==> config.mk <==
export PLATFORM = sky130hd
export DESIGN_NAME = card_shoe_flat
export DESIGN_NICKNAME = d
export VERILOG_FILES = /design/src/rtl/baccarat_pkg.sv /design/src/rtl/card_shoe_if.sv /design/src/rtl/card_shoe_rank_counter.sv /design/src/rtl/card_shoe.sv /design/src/flat_wrapper.sv
export SDC_FILE = /design/constraint.sdc
export NUM_CORES = 1
export LEC_CHECK = 0
export CORE_ASPECT_RATIO = 0.7
export CORE_MARGIN = 1
export CORE_UTILIZATION = 55
export CTS_CLUSTER_DIAMETER = 80
export CTS_CLUSTER_SIZE = 8
export DETAILED_ROUTE_END_ITERATION = 8
export PLACE_DENSITY = 0.84
export SYNTH_ARGS = -nofsm -noshare
export SYNTH_HDL_FRONTEND = slang
export SYNTH_SLANG_ARGS = --single-unit
==> constraint.sdc <==
create_clock -name clock -period 3.8 [get_ports clock]
set_clock_uncertainty 0.05 [all_clocks]
set_input_delay 0.38 -clock clock [delete_from_list [all_inputs] [get_ports clock]]
set_output_delay 0.38 -clock clock [all_outputs]
set_load 0.02 [all_outputs]
==> src/rtl/baccarat_pkg.sv <==
// Shared types and constants for the Baccarat datapath: card codes, deck
// geometry and the card-shoe FSM states.
package baccarat_pkg;

  localparam int NUM_RANKS      = 13;
  localparam int CARDS_PER_DECK = 52;

  typedef logic [3:0] card_t;

  localparam card_t CARD_ACE  = 4'd1;
  localparam card_t CARD_KING = 4'd13;

  typedef enum logic [0:0] {
    IDLE   = 1'b0,
    SEARCH = 1'b1
  } shoe_state_t;

  // Rank successor on the 1..13 ring; anything out of range folds back to Ace.
  function automatic card_t next_rank(card_t r);
    if (r >= CARD_KING || r < CARD_ACE) return CARD_ACE;
    return card_t'(r + 4'd1);
  endfunction

endpackage

==> src/rtl/card_shoe_if.sv <==
// Request/response bundle between a dealer client (master) and the card shoe (slave).
interface card_shoe_if;
  import baccarat_pkg::*;

  // deal_req/reshuffle are sampled only while busy is low; a request seen
  // while busy is dropped, not queued. card_valid pulses for exactly one
  // cycle per dealt card, and card holds its value until the next deal.
  logic        deal_req;
  logic        reshuffle;
  logic        busy;
  logic        card_valid;
  card_t       card;
  logic [8:0]  cards_left;
  logic        shoe_empty;
  shoe_state_t state;

  modport master (
    output deal_req, reshuffle,
    input  busy, card_valid, card, cards_left, shoe_empty, state
  );

  modport slave (
    input  deal_req, reshuffle,
    output busy, card_valid, card, cards_left, shoe_empty, state
  );

endinterface

==> src/rtl/card_shoe_rank_counter.sv <==
// Free-running 1..13 rank counter used as the shoe's randomness source.
module rank_counter
  import baccarat_pkg::*;
(
  input  logic  clock,
  input  logic  reset,
  output card_t rank
);

  always_ff @(posedge clock) begin
    if (reset) rank <= CARD_ACE;
    else       rank <= next_rank(rank);
  end

endmodule

==> src/rtl/card_shoe.sv <==
// Card shoe: deals one card per accepted request, without replacement, from
// DECKS standard decks, using the free-running rank counter as the draw seed.
module card_shoe
  import baccarat_pkg::*;
#(
  parameter int DECKS = 1
) (
  input  logic        clock,
  input  logic        reset,
  card_shoe_if.slave  bus
);

  localparam logic [8:0] TOTAL_CARDS = 9'(CARDS_PER_DECK * DECKS);
  localparam logic [5:0] PER_RANK    = 6'(4 * DECKS);

  shoe_state_t state;
  card_t       rank;
  card_t       cand;
  card_t       card;
  logic        busy;
  logic        card_valid;
  logic [8:0]  cards_left;
  logic        shoe_empty;
  logic [5:0]  counts [1:NUM_RANKS];

  rank_counter u_rank_counter (
    .clock (clock),
    .reset (reset),
    .rank  (rank)
  );

  assign shoe_empty = (cards_left == 9'd0);

  always_ff @(posedge clock) begin
    if (reset) begin
      state      <= IDLE;
      cand       <= CARD_ACE;
      busy       <= 1'b0;
      card_valid <= 1'b0;
      card       <= '0;
      cards_left <= TOTAL_CARDS;
      for (int i = 1; i <= NUM_RANKS; i++) counts[i] <= PER_RANK;
    end else begin
      card_valid <= 1'b0;
      case (state)
        IDLE: begin
          // Reshuffle wins over a simultaneous deal request.
          if (bus.reshuffle) begin
            cards_left <= TOTAL_CARDS;
            for (int i = 1; i <= NUM_RANKS; i++) counts[i] <= PER_RANK;
          end else if (bus.deal_req && !shoe_empty) begin
            cand  <= rank;
            busy  <= 1'b1;
            state <= SEARCH;
          end
        end
        SEARCH: begin
          // A nonempty shoe guarantees a hit within 12 misses.
          if (counts[cand] != 6'd0) begin
            counts[cand] <= counts[cand] - 6'd1;
            cards_left   <= cards_left - 9'd1;
            card         <= cand;
            card_valid   <= 1'b1;
            busy         <= 1'b0;
            state        <= IDLE;
          end else begin
            cand <= next_rank(cand);
          end
        end
        default: state <= IDLE;
      endcase
    end
  end

  assign bus.busy       = busy;
  assign bus.card_valid = card_valid;
  assign bus.card       = card;
  assign bus.cards_left = cards_left;
  assign bus.shoe_empty = shoe_empty;
  assign bus.state      = state;

endmodule

==> src/flat_wrapper.sv <==
// flat-port wrapper written by rule: the top's interface ports become plain ports
module card_shoe_flat import baccarat_pkg::*;
#(
  parameter int DECKS = 1
)
  (clock, reset, bus_deal_req, bus_reshuffle, bus_busy, bus_card_valid, bus_card, bus_cards_left, bus_shoe_empty, bus_state);
  card_shoe_if bus_i ();
  input  logic clock;
  input  logic reset;
  input wire logic [$bits(bus_i.deal_req)-1:0] bus_deal_req;
  input wire logic [$bits(bus_i.reshuffle)-1:0] bus_reshuffle;
  output wire logic [$bits(bus_i.busy)-1:0] bus_busy;
  output wire logic [$bits(bus_i.card_valid)-1:0] bus_card_valid;
  output wire logic [$bits(bus_i.card)-1:0] bus_card;
  output wire logic [$bits(bus_i.cards_left)-1:0] bus_cards_left;
  output wire logic [$bits(bus_i.shoe_empty)-1:0] bus_shoe_empty;
  output wire logic [$bits(bus_i.state)-1:0] bus_state;
  assign bus_i.deal_req = bus_deal_req;
  assign bus_i.reshuffle = bus_reshuffle;
  assign bus_busy = bus_i.busy;
  assign bus_card_valid = bus_i.card_valid;
  assign bus_card = bus_i.card;
  assign bus_cards_left = bus_i.cards_left;
  assign bus_shoe_empty = bus_i.shoe_empty;
  assign bus_state = bus_i.state;
  card_shoe #(.DECKS(DECKS)) u_core (.clock(clock), .reset(reset), .bus(bus_i));
endmodule
==> out/qor.yml <==
logic_synthesis:
  yosys.area.top_type: "edfxtp_1"
  netlist_instances: 472
  synth-async-reset-ratio_pct: 0
  syn-cell-area_mm2: 0.00594
  synth-edff-count: 96
  synth_ff_type: "edfxtp_1"
  avgSynthCellArea_um2: 12.6
  synth_area_leaders: "edfxtp_1 (49%), mux4_2 (9.5%), dfxtp_1 (9.4%)"
  ys_seq_elements: 124
  synth.net_count: 487
  synth_sequential_area_ratio_pct: 58.0
  yosysUniqueCellTypes: 55
  synth_top_area_share_pct: 48.6
  yosys_warnings: 0
routing:
  via_count: 4276
  wirelength_mm: 15.5
  antenna_left: 0
  drtIter0Drc: 608
  drc: 0
  avgRoutedWirePerCell_um: 24.1
  first_pass_iters: 8
  viasPerCell: 6.65
floorplan:
  die_y_um: 88.9
  die_w_um: 126
  rows: 31
  initial_utilization_pct: 56.9
  ios: 21
  die_area_mm2: 0.0112
  fp.coreArea_mm2: 0.0104
clock_tree:
  cts_setup_buffers: 0
  clockBufferDepth: 2
  ctsHtreeMaxLevel: 4
  cts_tree: "yes"
  insertion_delay_ps: 410
  cts_made_buffers: 17
  cts_sinks: 124
  clk_pin_slew_ps: 60
  root_buffer: "clkbuf_16"
cells_and_area:
  layout_common_cells: "edfxtp_1 (96), nor2_1 (45), nand2_1 (31), nor3_1 (31), dfxtp_1 (28)"
  drive_gt1_share_pct: 20.2
  finalNetCount: 513
  antenna_cells: 0
  instances_no_fill: 643
  final_common_cell: "edfxtp_1"
  final.fill_count: 732
  synthToLayoutAreaGrowth_pct: 16.3
worst_setup_path:
  cp.required_ps: 3860
  critical_path_class: "flip-flop to flip-flop"
  worstPathArrival_ps: 3810
  worst_setup_path_start_kind: "flip-flop"
  end_kind: "flip-flop"
  worstPathMaxFanout: 18
grt:
  grtUsageTotal_pct: 30.1
  grt_first_pass_wirelength_mm: 24.0
  grt_pass1_vias: 4010
  overflow: 0
  grt_max_degree: 30
  antenna_found_initial: 0
timing:
  worstMarginPinSlew_ps: 876
  maxSlewViolCount: 0
  finalHoldViolCount: 0
  min_period_ps: 3740
  timing.fmax_ghz: 0.267
  relSlewSlack_pct: 41.6
  period_share_pct: 98.5
  whs_ps: 398
  rsz0062_at_grt: "true"
  finalSetupViolations: 0
pwr:
  p_per_area_mw_per_mm2: 510
  ir_drop_mv: 0.339
  p_leak_nw: 2.29
place:
  hpwl_mm: 10.7
  portBuffers: 20
  place_congestion: 0.918
  dp_cells: 611
min_path:
  min_path_type: "flip-flop to flip-flop"
flow_run:
  max-cap-violations: 0
status:
  status: "finished clean"
## kinds of logic after synthesis
| logic type | after synthesis | share of synthesized area [%] |
|---|---|---|
| compound gates | 60 | 6.36 |
| mux | 37 | 11.9 |
| flops | 124 | 58.0 |
| fa+ha+maj | 11 | 2.32 |
| simple gates | 186 | 16.4 |
| buf+inv | 48 | 4.17 |
| xor+xnor | 6 | 0.885 |
## cell usage after synthesis (all sizes together), types with 2 or more instances
master	count
a211oi	2
nand2	32
nor4	6
buf	19
or4b	2
a21oi	14
o21ai	22
xnor2	4
nand3	22
nor3	41
nor3b	3
dfxtp	28
mux2	4
or3	5
edfxtp	96
nand2b	8
inv	14
clkbuf	15
nor2	45
xor2	2
or4	3
nor2b	10
a22oi	3
mux2i	7
o31ai	3
ha	11
a21o	3
or2	2
mux4	26
o2bb2ai	2
o211ai	2
## where the power goes
part	switching, mW	internal (mW)
Sequential	0.0523	1.53
Combinational	0.232	0.149
Clock	0.602	0.956
Total	0.886	2.63
## through the flow
step | util (%) | cell area, µm² | TNS, ps | total power [mW] | setup slack (ps)
floorplan | - | 5940 | 0 | 1.85 | 2.96
global placement | 60.5 | 6310 | 0 | 1.95 | 186
detailed placement | 60.5 | 6310 | 0 | 1.97 | 53.6
CTS | 66.1 | 6900 | 0 | 3.52 | 67.2
global route | 66.2 | 6900 | -2.66 | 3.61 | -2.66
finish | 66.2 | 6900 | 0 | 3.52 | 56.4
## critical path: stages, from the launching register on
cell	delay (ps)
dfxtp_1	350
buf_12	180
mux4_1	580
mux4_2	470
inv_1	120
ha_1	230
or4b_1	490
a211o_1	350
nand2_4	240
buf_4	270
nor4_1	110
## path summary, 6_finish.rpt
| path | cells past startpoint | endpoint | start | slack, ps |
|---|---|---|---|---|
| max | 10 | u_core.counts[1][1] | flip-flop | 60 |
| min | 1 | u_core.u_rank_counter.rank[0] | u_core.u_rank_counter.rank[0] | 400 |
| max reg2reg | 10 | u_core.counts[1][1] | flip-flop | 60 |
| min reg2reg | 1 | u_core.u_rank_counter.rank[0] | u_core.u_rank_counter.rank[0] | 400 |
## metal layers
metal / up-vias / track usage, % / share of wire (%)
li1: 1831 / - / -
met1: 2094 / 43.3 / 41
met2: 315 / 46.6 / 45
met5: - / 0 / 0
met3: 36 / 6.88 / 11
met4: 0 / 8.54 / 1.7
## sequential cells by signal (all words and copies together), names as in the netlist, named ones only
signal / flops
u_core.u_rank_counter.rank: 4
u_core.bus.card: 4
u_core.bus.busy: 1
u_core.bus.card_valid: 1
u_core.counts: 96
u_core.cand: 4
u_core.bus.state: 1
u_core.bus.cards_left: 9
## timing repair
item / CTS / global route
setup endpoints to repair: 80 / 2
gates resized for setup: 1 / 1
hold buffers: 0 / 0
## cell type report
| type | count | area, µm² | share of cell area [%] |
|---|---|---|---|
| Sequential cell | 124 | 3440 | 49.9 |
| Multi-Input combinational cell | 300 | 2260 | 32.8 |
| Clock buffer | 19 | 464 | 6.72 |
| Timing Repair Buffer | 41 | 399 | 5.78 |
| Tap cell | 132 | 165 | 2.39 |
| Clock inverter | 13 | 115 | 1.67 |
| Inverter | 14 | 52.6 | 0.761 |
Note: power is estimated with default switching activity, not from simulation.
==> patch: new RTL, same flow settings <==
Set the package constant `NUM_RANKS` to 26 (it was 13).
--- a/src/rtl/baccarat_pkg.sv
+++ b/src/rtl/baccarat_pkg.sv
@@ -2,7 +2,7 @@
 // geometry and the card-shoe FSM states.
 package baccarat_pkg;
 
-  localparam int NUM_RANKS      = 13;
+  localparam int NUM_RANKS      = 26;
   localparam int CARDS_PER_DECK = 52;
 
   typedef logic [3:0] card_t;
Behaviour: same outputs for any inputs over 10 cycles, from zero or initial values and one cycle with reset high; that may be too few to reach the edited logic, so the function may still have changed.
==> patch against the unedited design <==
  * Final area rose by 0.11%
  * Critical path type unchanged
  * Routed wire length rose by 1.0%
  * Largest power group is now clock
  * Sequential cell count did not move
  * Setup slack improved by 0.13 ns
  * Area after synthesis fell by 0.27%
  * Synthesized cell count rose by 2.8%
  * Fmax rose by 3.5%
  * Power rose by 4.2%
==> patch: results (changes against the unedited design) <==
| Quantity | Value | Unit | Delta |
| --- | --- | --- | --- |
| Status | completed | - | unchanged |
| Worst VDD drop | 365 | µV | was 339 µV |
| Startpoint of the most critical hold path | u_core.u_rank_counter.rank[0] | - | unchanged |
| Fin. max-slew vios | 0 | - | unchanged |
| Routed wire per std cell | 23.9 | µm | was 24.1 µm |
| Main area contributors after synthesis | edfxtp_1 49%, dfxtp_1 9.5%, mux4_2 8.7%, nor2_1 5.2%, nand2_1 2.4% | - | was edfxtp_1 49%, mux4_2 9.5%, dfxtp_1 9.4%, nor2_1 2.8%, nor3_1 2.6% |
| Sequential cell area fraction in the yosys report | 0.582 | - | was 0.580 |
| Slew at the pin closest to its max-slew limit | 0.963 | ns | was 0.876 ns |
| Wire length of the first global-routing pass | 23300 | µm | was 24000 µm |
| Maximum number of pins on one net before global-route repair | 40 | - | was 30 |
| GR Util All Layers | 0.294 | - | was 0.301 |
| CTS clk-pin slew, worst paths | 0.06 | ns | about the same |
| Weighted congestion reported at the end of routability-driven placement | 0.918 | - | about the same |
| Max Buffers Root-to-Sink | 2 | - | unchanged |
| Leakage power | 0.00244 | µW | was 0.00229 µW |
| Via count of the first global-routing pass | 4023 | - | was 4010 |
| Critical path fanouts, max | 39 | - | was 18 |
| Hpwl dp | 10600 | µm | was 10700 µm |
| Number of distinct library cells after synthesis | 56 | - | was 55 |
| Critical Path Slowest Stage Cell | mux4_2 | - | was mux4_1 |
| Iteration-0 DRC Markers | 590 | - | was 608 |
| Post-placement worst setup slack | 0.133 | ns | was 0.0536 ns |
| Fraction of layout cells with a size suffix above 1 | 0.160 | - | was 0.202 |
| Async set or reset register ratio after synthesis | 0 | - | unchanged |
| Total via count in the routed design | 4347 | - | was 4276 |
| Syn nets | 499 | - | was 487 |
| Total clock buffers created by CTS | 17 | - | unchanged |
| Number of warnings issued by yosys | 0 | - | unchanged |
| Startpoint kind of the worst setup timing path | flop | - | unchanged |
| Delay contributed by the slowest stage of the critical path | 0.54 | ns | was 0.58 ns |
| NumNets Final | 525 | - | was 513 |
| Count of input and output buffers | 20 | - | unchanged |
| Leading post-synthesis cells by instance count | 96 x edfxtp_1, 82 x nor2_1, 38 x nand2_1 | - | was 96 x edfxtp_1, 45 x nor2_1, 32 x nand2_1 |
| Number of optimization iterations in the first detailed-route pass | 5 | - | was 8 |
| H-tree lvl count | 4 | - | unchanged |
-- patch: cell types whose count changed after synthesis, moves of 5 or more --
| cell | delta |
|---|---|
| nor3_2 | -10 |
| nor4_1 | -6 |
| buf_2 | -5 |
| nor2_1 | +37 |
| nand4_1 | +5 |
| a21oi_1 | -6 |
| nand2_1 | +6 |
| inv_1 | +7 |
| o21ai_1 | -20 |
| nor3_1 | -10 |
| o21ai_0 | +17 |
-- patch: worst paths after layout --
kind	to	slack, ns	cells after the start
hold / removal	u_core.u_rank_counter.rank[0]	0.40	1
setup reg to reg	u_core.counts[8][1]	0.18	11
setup / recovery	u_core.counts[8][1]	0.18	11
hold reg to reg	u_core.u_rank_counter.rank[0]	0.40	1
-- patch: metrics by stage --
| stage | hold slack [ns] | cell area (µm²) | instances |
|---|---|---|---|
| after floorplan | 0.353 | 5920 | 485 |
| after global placement | 0.367 | 6320 | 624 |
| after detailed placement | 0.390 | 6320 | 624 |
| after CTS | 0.402 | 6910 | 656 |
| after global routing | 0.429 | 6910 | 656 |
| final | 0.396 | 6910 | 656 |
-- patch: logic make-up after synthesis --
| logic type | count (synthesis) | synth area share |
|---|---|---|
| AOI/OAI and AO/OA | 62 | 0.0716 |
| xor gates and xnor gates | 4 | 0.00719 |
| adders and majority gates | 10 | 0.0211 |
| buffers and inverters | 47 | 0.0366 |
| DFF | 124 | 0.582 |
| muxes | 35 | 0.119 |
| and+or+nand+nor | 203 | 0.163 |
-- patch: report_power, final --
part | total, µW | switching [µW] | internal, µW | leakage [µW]
Clock | 1620 | 606 | 1010 | 0.000298
Combinational | 449 | 269 | 181 | 0.000918
Sequential | 1600 | 64.4 | 1540 | 0.00122
Total | 3670 | 939 | 2730 | 0.00244
-- patch: worst reg2reg max path: cells and delay by family (launching register included) --
family,cells,cell delay [ns]
flip-flops,1,0.36
AO/OA/AOI/OAI,3,0.79
multiplexers,2,1.07
AND/OR/NAND/NOR,1,0.10
adder cells (fa/ha/maj),1,0.18
buffers and inverters,4,0.69
-- patch: layout make-up --
cell class                 instances  area (µm²)
clock buffer                      23         510
clock inverter                     9        80.1
fill                             692        3480
inverter                          18        67.6
multi-input combinational        314        2270
sequential                       124        3440
tap                              132         165
timing repair buffer              36         370
-- patch: repair_timing --
item | 4_1_cts | 5_1_grt
setup endpoints to repair | 0 | 20
gates resized for setup | 0 | 4
buffers inserted | 0 | 0
-- patch: per-layer routing --
| metal | vias up | GRT usage | wire length [µm] |
|---|---|---|---|
| met5 | - | 0 | 0 |
| met4 | 0 | 0.104 | 318 |
| li1 | 1866 | - | - |
| met2 | 334 | 0.443 | 7160 |
| met1 | 2114 | 0.400 | 5910 |
| met3 | 33 | 0.105 | 2290 |
